==> src/rtl/rx_uart_if.sv <==
// Receive-side bundle between the UART deframer and its FIFO/host logic.
// The master modport is the receiver; the slave modport is the host/FIFO side.
interface rx_uart_if;
    logic       rxData;
    logic       full;
    logic       clrErr;
    logic [7:0] din;
    logic       wrEn;
    logic       frameErr;
    logic       overrun;
    logic       busy;

    modport master (
        input  rxData, full, clrErr,
        output din, wrEn, frameErr, overrun, busy
    );

    modport slave (
        output rxData, full, clrErr,
        input  din, wrEn, frameErr, overrun, busy
    );
endinterface

==> src/rtl/rx_uart.sv <==
// 8N1 UART receiver: 16x oversampling from a free-running tick divider,
// one-clk FIFO write strobe per good byte, and sticky framing/overrun flags.
module rx_uart #(
    parameter int unsigned CLK_FREQ   = 50_000_000,
    parameter int unsigned BAUD_RATE  = 9600,
    parameter int unsigned OVERSAMPLE = 16,
    parameter int unsigned TICK_COUNT = CLK_FREQ / (BAUD_RATE * OVERSAMPLE) - 1
) (
    input logic          clk,
    input logic          rst,
    rx_uart_if.master    bus
);

    localparam int unsigned TickW = (TICK_COUNT > 0) ? $clog2(TICK_COUNT + 1) : 1;

    typedef enum logic [2:0] {
        StIdle,
        StStart,
        StData,
        StStop,
        StWrite,
        StBreak
    } state_e;

    state_e             r_state;
    state_e             w_state_next;
    logic               r_sync1;
    logic               r_sync2;
    logic [TickW-1:0]   r_tick_cnt;
    logic [3:0]         r_sample_cnt;
    logic [3:0]         w_sample_cnt_next;
    logic [2:0]         r_bit_idx;
    logic [2:0]         w_bit_idx_next;
    logic [7:0]         r_shift;
    logic [7:0]         w_shift_next;
    logic [7:0]         r_din;
    logic [7:0]         w_din_next;
    logic               r_wr_en;
    logic               w_wr_en_next;
    logic               r_frame_err;
    logic               r_overrun;
    logic               w_set_frame;
    logic               w_set_overrun;
    logic               w_rx_sync;
    logic               w_tick;

    assign w_rx_sync = r_sync2;
    assign w_tick    = (r_tick_cnt == TickW'(TICK_COUNT));

    always_ff @(posedge clk or posedge rst) begin
        if (rst) begin
            r_sync1      <= 1'b1;
            r_sync2      <= 1'b1;
            r_tick_cnt   <= '0;
            r_state      <= StIdle;
            r_sample_cnt <= '0;
            r_bit_idx    <= '0;
            r_shift      <= '0;
            r_din        <= '0;
            r_wr_en      <= 1'b0;
            r_frame_err  <= 1'b0;
            r_overrun    <= 1'b0;
        end else begin
            r_sync1      <= bus.rxData;
            r_sync2      <= r_sync1;
            r_tick_cnt   <= w_tick ? '0 : r_tick_cnt + TickW'(1);
            r_state      <= w_state_next;
            r_sample_cnt <= w_sample_cnt_next;
            r_bit_idx    <= w_bit_idx_next;
            r_shift      <= w_shift_next;
            r_din        <= w_din_next;
            r_wr_en      <= w_wr_en_next;
            // A set in the same cycle as clrErr wins.
            r_frame_err  <= (r_frame_err & ~bus.clrErr) | w_set_frame;
            r_overrun    <= (r_overrun & ~bus.clrErr) | w_set_overrun;
        end
    end

    always_comb begin
        w_state_next      = r_state;
        w_sample_cnt_next = r_sample_cnt;
        w_bit_idx_next    = r_bit_idx;
        w_shift_next      = r_shift;
        w_din_next        = r_din;
        w_wr_en_next      = 1'b0;
        w_set_frame       = 1'b0;
        w_set_overrun     = 1'b0;

        unique case (r_state)
            StIdle: begin
                if (w_tick && !w_rx_sync) begin
                    w_state_next      = StStart;
                    w_sample_cnt_next = '0;
                end
            end
            StStart: begin
                if (w_tick) begin
                    if (r_sample_cnt == 4'd7) begin
                        // Line back high at mid start bit is a glitch, not a frame.
                        if (!w_rx_sync) begin
                            w_state_next      = StData;
                            w_sample_cnt_next = '0;
                            w_bit_idx_next    = '0;
                        end else begin
                            w_state_next = StIdle;
                        end
                    end else begin
                        w_sample_cnt_next = r_sample_cnt + 4'd1;
                    end
                end
            end
            StData: begin
                if (w_tick) begin
                    if (r_sample_cnt == 4'd15) begin
                        w_shift_next      = {w_rx_sync, r_shift[7:1]};
                        w_sample_cnt_next = '0;
                        if (r_bit_idx == 3'd7) begin
                            w_state_next = StStop;
                        end else begin
                            w_bit_idx_next = r_bit_idx + 3'd1;
                        end
                    end else begin
                        w_sample_cnt_next = r_sample_cnt + 4'd1;
                    end
                end
            end
            StStop: begin
                if (w_tick) begin
                    if (r_sample_cnt == 4'd15) begin
                        w_sample_cnt_next = '0;
                        if (w_rx_sync && !bus.full) begin
                            w_state_next = StWrite;
                        end else if (w_rx_sync) begin
                            w_set_overrun = 1'b1;
                            w_state_next  = StIdle;
                        end else begin
                            w_set_frame  = 1'b1;
                            w_state_next = StBreak;
                        end
                    end else begin
                        w_sample_cnt_next = r_sample_cnt + 4'd1;
                    end
                end
            end
            StWrite: begin
                w_din_next   = r_shift;
                w_wr_en_next = 1'b1;
                w_state_next = StIdle;
            end
            StBreak: begin
                // Hold here while the line stays low so a break is not read as 0x00 frames.
                if (w_tick && w_rx_sync) begin
                    w_state_next = StIdle;
                end
            end
            default: begin
                w_state_next = StIdle;
            end
        endcase
    end

    assign bus.din      = r_din;
    assign bus.wrEn     = r_wr_en;
    assign bus.frameErr = r_frame_err;
    assign bus.overrun  = r_overrun;
    assign bus.busy     = (r_state != StIdle);

endmodule
==> src/flat_wrapper.sv <==
// flat-port wrapper written by rule: the top's interface ports become plain ports
module rx_uart_flat 
#(
    parameter int unsigned CLK_FREQ   = 50_000_000,
    parameter int unsigned BAUD_RATE  = 9600,
    parameter int unsigned OVERSAMPLE = 16,
    parameter int unsigned TICK_COUNT = CLK_FREQ / (BAUD_RATE * OVERSAMPLE) - 1
)
  (clk, rst, bus_rxData, bus_full, bus_clrErr, bus_din, bus_wrEn, bus_frameErr, bus_overrun, bus_busy);
  rx_uart_if bus_i ();
  input logic clk;
  input logic rst;
  input wire logic [$bits(bus_i.rxData)-1:0] bus_rxData;
  input wire logic [$bits(bus_i.full)-1:0] bus_full;
  input wire logic [$bits(bus_i.clrErr)-1:0] bus_clrErr;
  output wire logic [$bits(bus_i.din)-1:0] bus_din;
  output wire logic [$bits(bus_i.wrEn)-1:0] bus_wrEn;
  output wire logic [$bits(bus_i.frameErr)-1:0] bus_frameErr;
  output wire logic [$bits(bus_i.overrun)-1:0] bus_overrun;
  output wire logic [$bits(bus_i.busy)-1:0] bus_busy;
  assign bus_i.rxData = bus_rxData;
  assign bus_i.full = bus_full;
  assign bus_i.clrErr = bus_clrErr;
  assign bus_din = bus_i.din;
  assign bus_wrEn = bus_i.wrEn;
  assign bus_frameErr = bus_i.frameErr;
  assign bus_overrun = bus_i.overrun;
  assign bus_busy = bus_i.busy;
  rx_uart #(.CLK_FREQ(CLK_FREQ), .BAUD_RATE(BAUD_RATE), .OVERSAMPLE(OVERSAMPLE), .TICK_COUNT(TICK_COUNT)) u_core (.clk(clk), .rst(rst), .bus(bus_i));
endmodule
==> config.mk <==
export PLATFORM = sky130hd
export DESIGN_NAME = rx_uart_flat
export DESIGN_NICKNAME = d
export VERILOG_FILES = /design/src/rtl/rx_uart_if.sv /design/src/rtl/rx_uart.sv /design/src/flat_wrapper.sv
export SDC_FILE = /design/constraint.sdc
export NUM_CORES = 1
export LEC_CHECK = 0
export BUFFER_PORTS_ARGS = -buffer_cell sky130_fd_sc_hd__buf_2
export CAP_MARGIN = 30
export CORE_MARGIN = 2
export CORE_UTILIZATION = 40
export DETAILED_ROUTE_END_ITERATION = 7
export PLACE_DENSITY = 0.64
export SYNTH_ARGS = -nofsm -noshare
export SYNTH_HDL_FRONTEND = slang
export SYNTH_SLANG_ARGS = --single-unit
export TNS_END_PERCENT = 20
==> constraint.sdc <==
create_clock -name clk -period 2.7 [get_ports clk]
set_input_delay 0.54 -clock clk [delete_from_list [all_inputs] [get_ports clk]]
set_output_delay 0.54 -clock clk [all_outputs]
set_load 0.005 [all_outputs]
# [After elaboration in Yosys (flattened, before gate mapping)]
# Cells that the tools add are included.
[classes] add_sub_neg=3 eq_ne=22 n_mux=39 bitwise_logic=5 reduce_logical=14
[op_table] cell="$mux 3" count=17
[op_table] cell="$mux 4" count=6
[op_table] cell="$ne 2x1->1 const B" count=10
[op_table] cell="$pmux 3 s5" count=1
[op_table] cell="$pmux 4 s3" count=1
[op_table] cell="$mux 1" count=11
[op_table] cell="$add 9x1->9 const B" count=1
[op_table] cell="$eq 3x3->1 const B" count=3
[op_table] cell="$eq 9x9->1 const B" count=1
[op_table] cell="$mux 9" count=1
[op_table] cell="$reduce_and 9->1" count=1
[op_table] cell="$reduce_and 7->1" count=1
[op_table] cell="$eq 3x2->1 const B" count=2
[op_table] cell="$pmux 3 s2" count=1
[op_table] cell="$reduce_bool 3->1" count=2
[op_table] cell="$reduce_and 5->1" count=1
[op_table] cell="$add 4x1->4 const B" count=1
[op_table] cell="$eq 4x3->1 const B" count=1
[op_table] cell="$eq 4x4->1 const B" count=1
[op_table] cell="$ne 2x2->1 const B" count=2
[op_table] cell="$add 3x1->3 const B" count=1
[op_table] cell="$eq 3x1->1 const B" count=1
[op_table] cell="$logic_and 1x1->1" count=3
[op_table] cell="$logic_not 3->1" count=1
[op_table] cell="other kinds (9)" count=12
[word_totals] register_bits=40 in_bits=5 out_inout_bits=12 elab_cells=94

# [Longest topological paths before layout]
# Gate-level depths: netlist of the first run.
[logic_depth] depth_word=7 depth_mapped=8 depth_no_buf=7

# [Worst setup path after synthesis of the first run]
# No wires, ideal clock.
[synth_path] path_kind="reg2reg" start="register u_core.r_tick_cnt[0]" end="register u_core.r_state[0]" setup_ns=0.132 arrival_ns=1.664 required_ns=2.568 path_slack_ns=0.904 stages_incl_launch_ff=9 n_path_buf=1 period_less_slack_ns=1.796 cell_sequence="dfrtp_1 inv_1 ha_1 nand4b_1 and2b_1 buf_6 o2111ai_2 a2111oi_0 or3b_1"
[synth_between] elab_chain_len=4 elab_cells_between_ends=9 cone_classes="eq/ne: 6; reduce/logical: 3"
[synth_lines] item="from (decl)" line="rx_uart.sv:29" rtl="logic [TickW-1:0] r_tick_cnt;"
[synth_lines] item="from (signal assigned)" line="rx_uart.sv:66" rtl="r_tick_cnt <= w_tick ? '0 : r_tick_cnt + TickW'(1);"
[synth_lines] item="$eq 9x9->1 *" line="rx_uart.sv:48" rtl="assign w_tick = (r_tick_cnt == TickW'(TICK_COUNT));"
[synth_lines] item="$logic_and 1x1->1, on equally long branches" line="rx_uart.sv:152, rx_uart.sv:91"
[synth_lines] item="$ne 2x1->1 (no line)"
[synth_lines] item="$reduce_and 9->1 (no line) *"
[synth_lines] item="to (signal assigned)" line="rx_uart.sv:55" rtl="r_state <= StIdle;"
[synth_lines] item="to (signal assigned)" line="rx_uart.sv:67" rtl="r_state <= w_state_next;"
[synth_lines] item="to (decl)" line="rx_uart.sv:25" rtl="state_e r_state;"
# Mark *: on every way between the ends. The rest lies on a longest branch, timed or not.
# A chain may end at the register's enable or synchronous reset.

# [Worst setup path in the final report of the first run]
[layout_path] start="register u_core.r_state[1]" end="register u_core.r_state[0]"
[layout_between] elab_chain_len=3 elab_cells_between_ends=16 cone_classes="eq/ne: 13; mux: 1; reduce/logical: 2"
[layout_lines] item="$eq 3x3->1, or another cell as far along" line="rx_uart.sv:89" rtl="unique case (r_state)"
[layout_lines] item="$ne 2x1->1 (no line)"
[layout_lines] item="$reduce_and 9->1 (no line)"
# Several ways; a longest one is shown, not always the timed one.

==> results.toml, run 1 <==
[timing]
drv_slew = 0
min_period_over_period_pct = 76.3
finalSetupTns_ns = 0
setup_viol = 0
hold_viol = 0
fmax_mhz = 486
worstMarginPinSlew_ns = 0.745
rsz0062_at_grt = "no"
max_slew_margin_pct = 50.1
fin_worst_skew_ns = 0.00968
min_period_ns = 2.06

[worst_setup_path]
critPathSlowestCell = "dfrtp_1"
cpPeakStageDelay_ns = 0.62
worstPathMaxFanout = 15
crit_cells = 5
crit_arrival_ns = 2.29
cp.required_ns = 2.93
path_delay_family = "compound AO/OA/AOI/OAI gates"
critPathKind = "reg -> reg"
worst_setup_path_end_kind = "flip-flop"
r2r_cells = 5
start_kind = "flip-flop"
crit_chain = "and2b_2 -> o21ai_0 -> o2111ai_2 -> a2111oi_0 -> or3b_1"
cp.buffers_inverters = 0

[global_route]
grt_pass1_wl_um = 5630
grt_use_total_pct = 14.0
antenna_found_initial = 0
first_global_vias = 1205
grt_max_degree = 41
gr-total-overflow = 0

[die]
die_width_um = 72.9
die-area_mm2 = 0.00532
die_y_um = 72.9
ios = 17
initial_utilization_pct = 40.8
core_mm2 = 0.00466
num_rows = 25

[cts]
clockBufferDepth = 2
cts_max_level = 2
clock-sinks = 40
cts_hold_buf = 0
post_cts_buffers = 0
cts_root_buffer = "clkbuf_8"
numCtsBuffers = 5
postCtsResizedCells = 0
cts_tree = "done"
insertion_delay_ns = 0.29
clk_pin_slew_worst_paths_ns = 0.08

[drt]
first_pass_iters = 4
initialDrtViolationCount = 96
vias_per_cell = 5.30
wl_per_cell_um = 14.3
drc_errors = 0
vias = 1245
drt_wl_total_um = 3360
ant_nets = 0

[layout]
fillCellCount = 427
finalNetCount = 190
multiInputGateArea_um2 = 828
num_antenna_cells = 0
regArea_mm2 = 0.00100
syn_to_final_growth_pct = 12.7
layout-drive-gt1-share_pct = 30.9
final_cells = 235

[synth]
syn_nets = 170
synth-seq-area-share_pct = 52.8
synth_edf_count = 0
yosys.area.top_type = "dfrtp_1"
synth.area.top_cells = "dfrtp_1 50%, mux2_2 11%, ha_1 3.3%, xor2_1 3.2%, dfstp_2 2.8%"
synthDistinctLibCells = 46
syn-instance-count = 160
synth_area_per_cell_um2 = 11.9
async_flop_share_pct = 100
syn_area_mm2 = 0.00190
synth_top_cell_area_share_pct = 50.0
ys_ff_latch = 40
ys.flop_type = "dfrtp_1"
ys.warnings.count = 0

[power]
ir_worst_vdd_v = 0.000253
power.total_mw = 1.13
p_leak_nw = 1.09
p_per_area_mw_per_mm2 = 529

[outcome]
status = "completed"

[placement]
hpwl_um = 2440
globalplace.congestion = 0.734
dp.cells = 227
io_buffers = 16

[min_path]
min_path_cells = 1
hold_path.class = "in -> reg"

[run]
drv_cap = 0
-- power breakdown --
part           internal (mW)  total, mW  leakage, nW  switching (mW)
sequential             0.601      0.603        0.538         0.00197
combinational        0.00454     0.0183        0.493          0.0137
clock                  0.302      0.511       0.0614           0.209
total                  0.908       1.13         1.09           0.224
-- per-stage QoR --
| step | setup WS, ns | cell area, um2 | util [%] | hold slack (ns) |
|---|---|---|---|---|
| final | 0.641 | 2140 | 46.0 | 0.339 |
| after global routing | 0.462 | 2140 | 46.0 | 0.329 |
| after CTS | 0.666 | 2140 | 46.0 | 0.328 |
| after detailed placement | 0.694 | 2020 | 43.4 | 0.348 |
| after global placement | 0.736 | 2020 | 43.4 | 0.346 |
| after floorplan | 0.904 | 1900 | - | 0.345 |
-- cell families (layout without fill, tap and decap cells) --
group | count (synthesis) | after routing | synth area share, %
XOR/XNOR | 9 | 9 | 4.15
AO/OA/AOI/OAI | 20 | 20 | 7.37
buffers and inverters | 13 | 34 | 3.62
multiplexers | 19 | 19 | 11.3
flip-flops | 40 | 40 | 52.8
AND/OR/NAND/NOR | 54 | 54 | 17.5
adder cells (fa/ha/maj) | 5 | 5 | 3.29
-- worst paths after layout --
check | start | to | slack (ns)
worst max-delay path | u_core.r_state[1] | u_core.r_state[0] | 0.64
worst min-delay path | bus_rxData | u_core.r_sync1 | 0.34
worst max register to register | u_core.r_state[1] | u_core.r_state[0] | 0.64
worst min register to register | u_core.r_sync1 | u_core.r_sync2 | 0.36
max in group asynchronous | rst | u_core.r_sync2 | 1.98
min in group asynchronous | rst | u_core.bus.wrEn | 0.35
-- worst reg2reg max path, stage by stage, from the launching register on --
cell	delay [ns]
dfrtp_1	0.62
and2b_2	0.29
o21ai_0	0.29
o2111ai_2	0.20
a2111oi_0	0.42
or3b_1	0.18
-- synth_stat cells (2+ instances only) --
cell type,n
ha_1,5
inv_1,9
dfstp_2,2
a21oi_1,2
xor2_1,7
dfrtp_1,38
and3_1,3
o22ai_1,2
mux2_2,19
nor2_1,11
o31ai_1,2
nand2b_1,2
o21ai_0,6
nor2b_1,3
xnor2_1,2
nand4_1,2
nand3_1,7
nand2_1,10
-- routing by layer --
metal | global-route usage, % | part of all wire (%)
met1 | 17.8 | 45
met2 | 22.1 | 50
met3 | 3.87 | 3.8
met4 | 7.00 | 1.8
met5 | 0 | 0
-- layout make-up --
type                    count  area share [%]
clock inverters             2            1.81
well taps                  54            3.15
multi-input cells         107            38.7
inverters                   9            1.58
flip-flops and latches     40            46.8
clock buffers               6            3.86
repair buffers             17            4.09
-- state kept, by name (all words and copies together) (netlist names) --
register	count
u_core.r_shift	8
u_core.r_state	3
u_core.r_sync1	1
u_core.bus.frameErr	1
u_core.bus.overrun	1
u_core.bus.wrEn	1
u_core.r_tick_cnt	9
u_core.r_sample_cnt	4
u_core.r_sync2	1
u_core.r_bit_idx	3
u_core.bus.din	8
-- placed cells by master, fill, tap and decap left out, drive strengths merged, types with 3 or more instances in the layout --
cell    netlist  layout
nand2b        3       3
dfrtp        38      38
inv           9       9
nand2        10      10
mux2         19      19
and3          4       4
clkbuf        2       6
ha            5       5
nor2b         3       3
o21ai         7       7
nand3         7       7
xor2          7       7
nor2         11      11
buf           2      17
Note: power is estimated with default switching activity, not from simulation.
==> run 2: changes to the inputs <==
--- a/config.mk
+++ b/config.mk
@@ -10,7 +10,7 @@
 export CORE_MARGIN = 2
 export CORE_UTILIZATION = 40
 export DETAILED_ROUTE_END_ITERATION = 7
-export PLACE_DENSITY = 0.64
+export PLACE_DENSITY = 0.67
 export SYNTH_ARGS = -nofsm -noshare
 export SYNTH_HDL_FRONTEND = slang
 export SYNTH_SLANG_ARGS = --single-unit
==> constraint.sdc (replaced) <==
create_clock -name clk -period 1.7 [get_ports clk]
set_input_delay 0.34 -clock clk [delete_from_list [all_inputs] [get_ports clk]]
set_output_delay 0.34 -clock clk [all_outputs]
set_load 0.005 [all_outputs]
==> results.toml, run 2 (same netlist as run 1, synthesis figures left out) <==
[outcome]
status = "finished with violations"
violations = "setup timing"

[timing]
setup_viol = 14
fmax_mhz = 558
hold_viol = 0
fin_worst_skew_ns = 0.00437
finalSetupTns_ns = -0.985
min_period_over_period_pct = 105
whs_ns = 0.140
rsz0062_at_grt = "yes"
drv_slew = 0
worstMarginPinSlew_ns = 0.484
min_period_ns = 1.79
setup_slack_ns = -0.0913
max_slew_margin_pct = 67.7

[run]
drv_cap = 0

[placement]
place_ws_ns = -0.176
globalplace.congestion = 0.785
io_buffers = 16
hpwl_um = 2440
placed_area_mm2 = 0.00227
dp.cells = 256

[power]
p_leak_nw = 1.27
p_per_area_mw_per_mm2 = 714
ir_worst_vdd_v = 0.000377
power.total_mw = 1.76

[drt]
wl_per_cell_um = 12.6
vias = 1358
vias_per_cell = 5.01
drc_errors = 0
first_pass_iters = 4
initialDrtViolationCount = 80
ant_nets = 0
drt_wl_total_um = 3420

[cts]
clock-sinks = 40
clk_pin_slew_worst_paths_ns = 0.08
clockBufferDepth = 2
insertion_delay_ns = 0.29
numCtsBuffers = 5
cts_hold_buf = 0
cts_max_level = 2
cts_tree = "done"
cts_root_buffer = "clkbuf_8"

[die]
ios = 17
die_width_um = 72.9
num_rows = 25
die-area_mm2 = 0.00532
die_y_um = 72.9
core_mm2 = 0.00466
initial_utilization_pct = 40.8

[global_route]
antenna_found_initial = 0
gr-total-overflow = 0
grt_use_total_pct = 14.4
grt_pass1_wl_um = 5870
grt_max_degree = 41
first_global_vias = 1304

[layout]
final_cells = 271
finalNetCount = 226
layout-drive-gt1-share_pct = 45.2
num_antenna_cells = 0
syn_to_final_growth_pct = 29.6
fin_util_pct = 52.9
final_area_mm2 = 0.00246
layout_common_cells = "37 x dfrtp_1, 35 x buf_4, 19 x mux2_2"
top_register = "u_core.r_tick_cnt"
largest_reg_flops = 9
layout_commonest_cell = "dfrtp_1"

[worst_setup_path]
crit_arrival_ns = 1.97
cp.required_ns = 1.88
worstPathMaxFanout = 4
start_kind = "flip-flop"
critPathKind = "reg -> reg"
rrSetupSlack_ns = -0.09
worst_setup_path_end_kind = "flip-flop"

[min_path]
hold_path.class = "in -> reg"
## run 2: cell type report
class	count	area, um2
flip-flops and latches	40	1000
clock inverters	3	42.5
repair buffers	53	374
multi-input cells	107	872
well taps	54	67.6
inverters	9	33.8
clock buffers	5	68.8
fillers	391	2200
## run 2: critical path, cell delays in order, from the launching register on
cell and delay (ns):
dfrtp_1 0.42, nor4b_4 0.37, and2b_2 0.27, o2111ai_4 0.13, o21ai_1 0.14, or3b_1 0.34
## run 2: path summary, 6_finish.rpt
check                                     start                 to  cells past startpoint
max                        u_core.r_tick_cnt[5]  u_core.r_state[0]                      5
min                                  bus_rxData     u_core.r_sync1                      1
max reg2reg                u_core.r_tick_cnt[5]  u_core.r_state[0]                      5
min reg2reg                      u_core.r_sync1     u_core.r_sync2                      0
max in group asynchronous                   rst     u_core.r_sync2                      3
min in group asynchronous                   rst  u_core.bus.din[1]                      3
## run 2: layer usage
layer / vias to the layer above / GRT usage (%) / part of all wire (%)
li1: 680 / - / -
met1: 646 / 19.3 / 48
met2: 26 / 21.3 / 46
met3: 6 / 5.11 / 4.4
met4: 0 / 5.35 / 1.5
met5: - / 0 / 0
## run 2: what timing repair did
| action | in CTS | in global routing |
|---|---|---|
| pin swaps | 2 | 4 |
| resized for setup | 4 | 8 |
| setup buffers | 4 | 3 |
| endpoints found under the setup margin | 15 | 19 |
| cloned | 0 | 0 |
## run 2: power by group
part           total (mW)  switching, mW  internal, mW
Clock               0.765          0.331         0.434
Sequential          0.956        0.00100         0.955
Combinational      0.0377         0.0256        0.0121
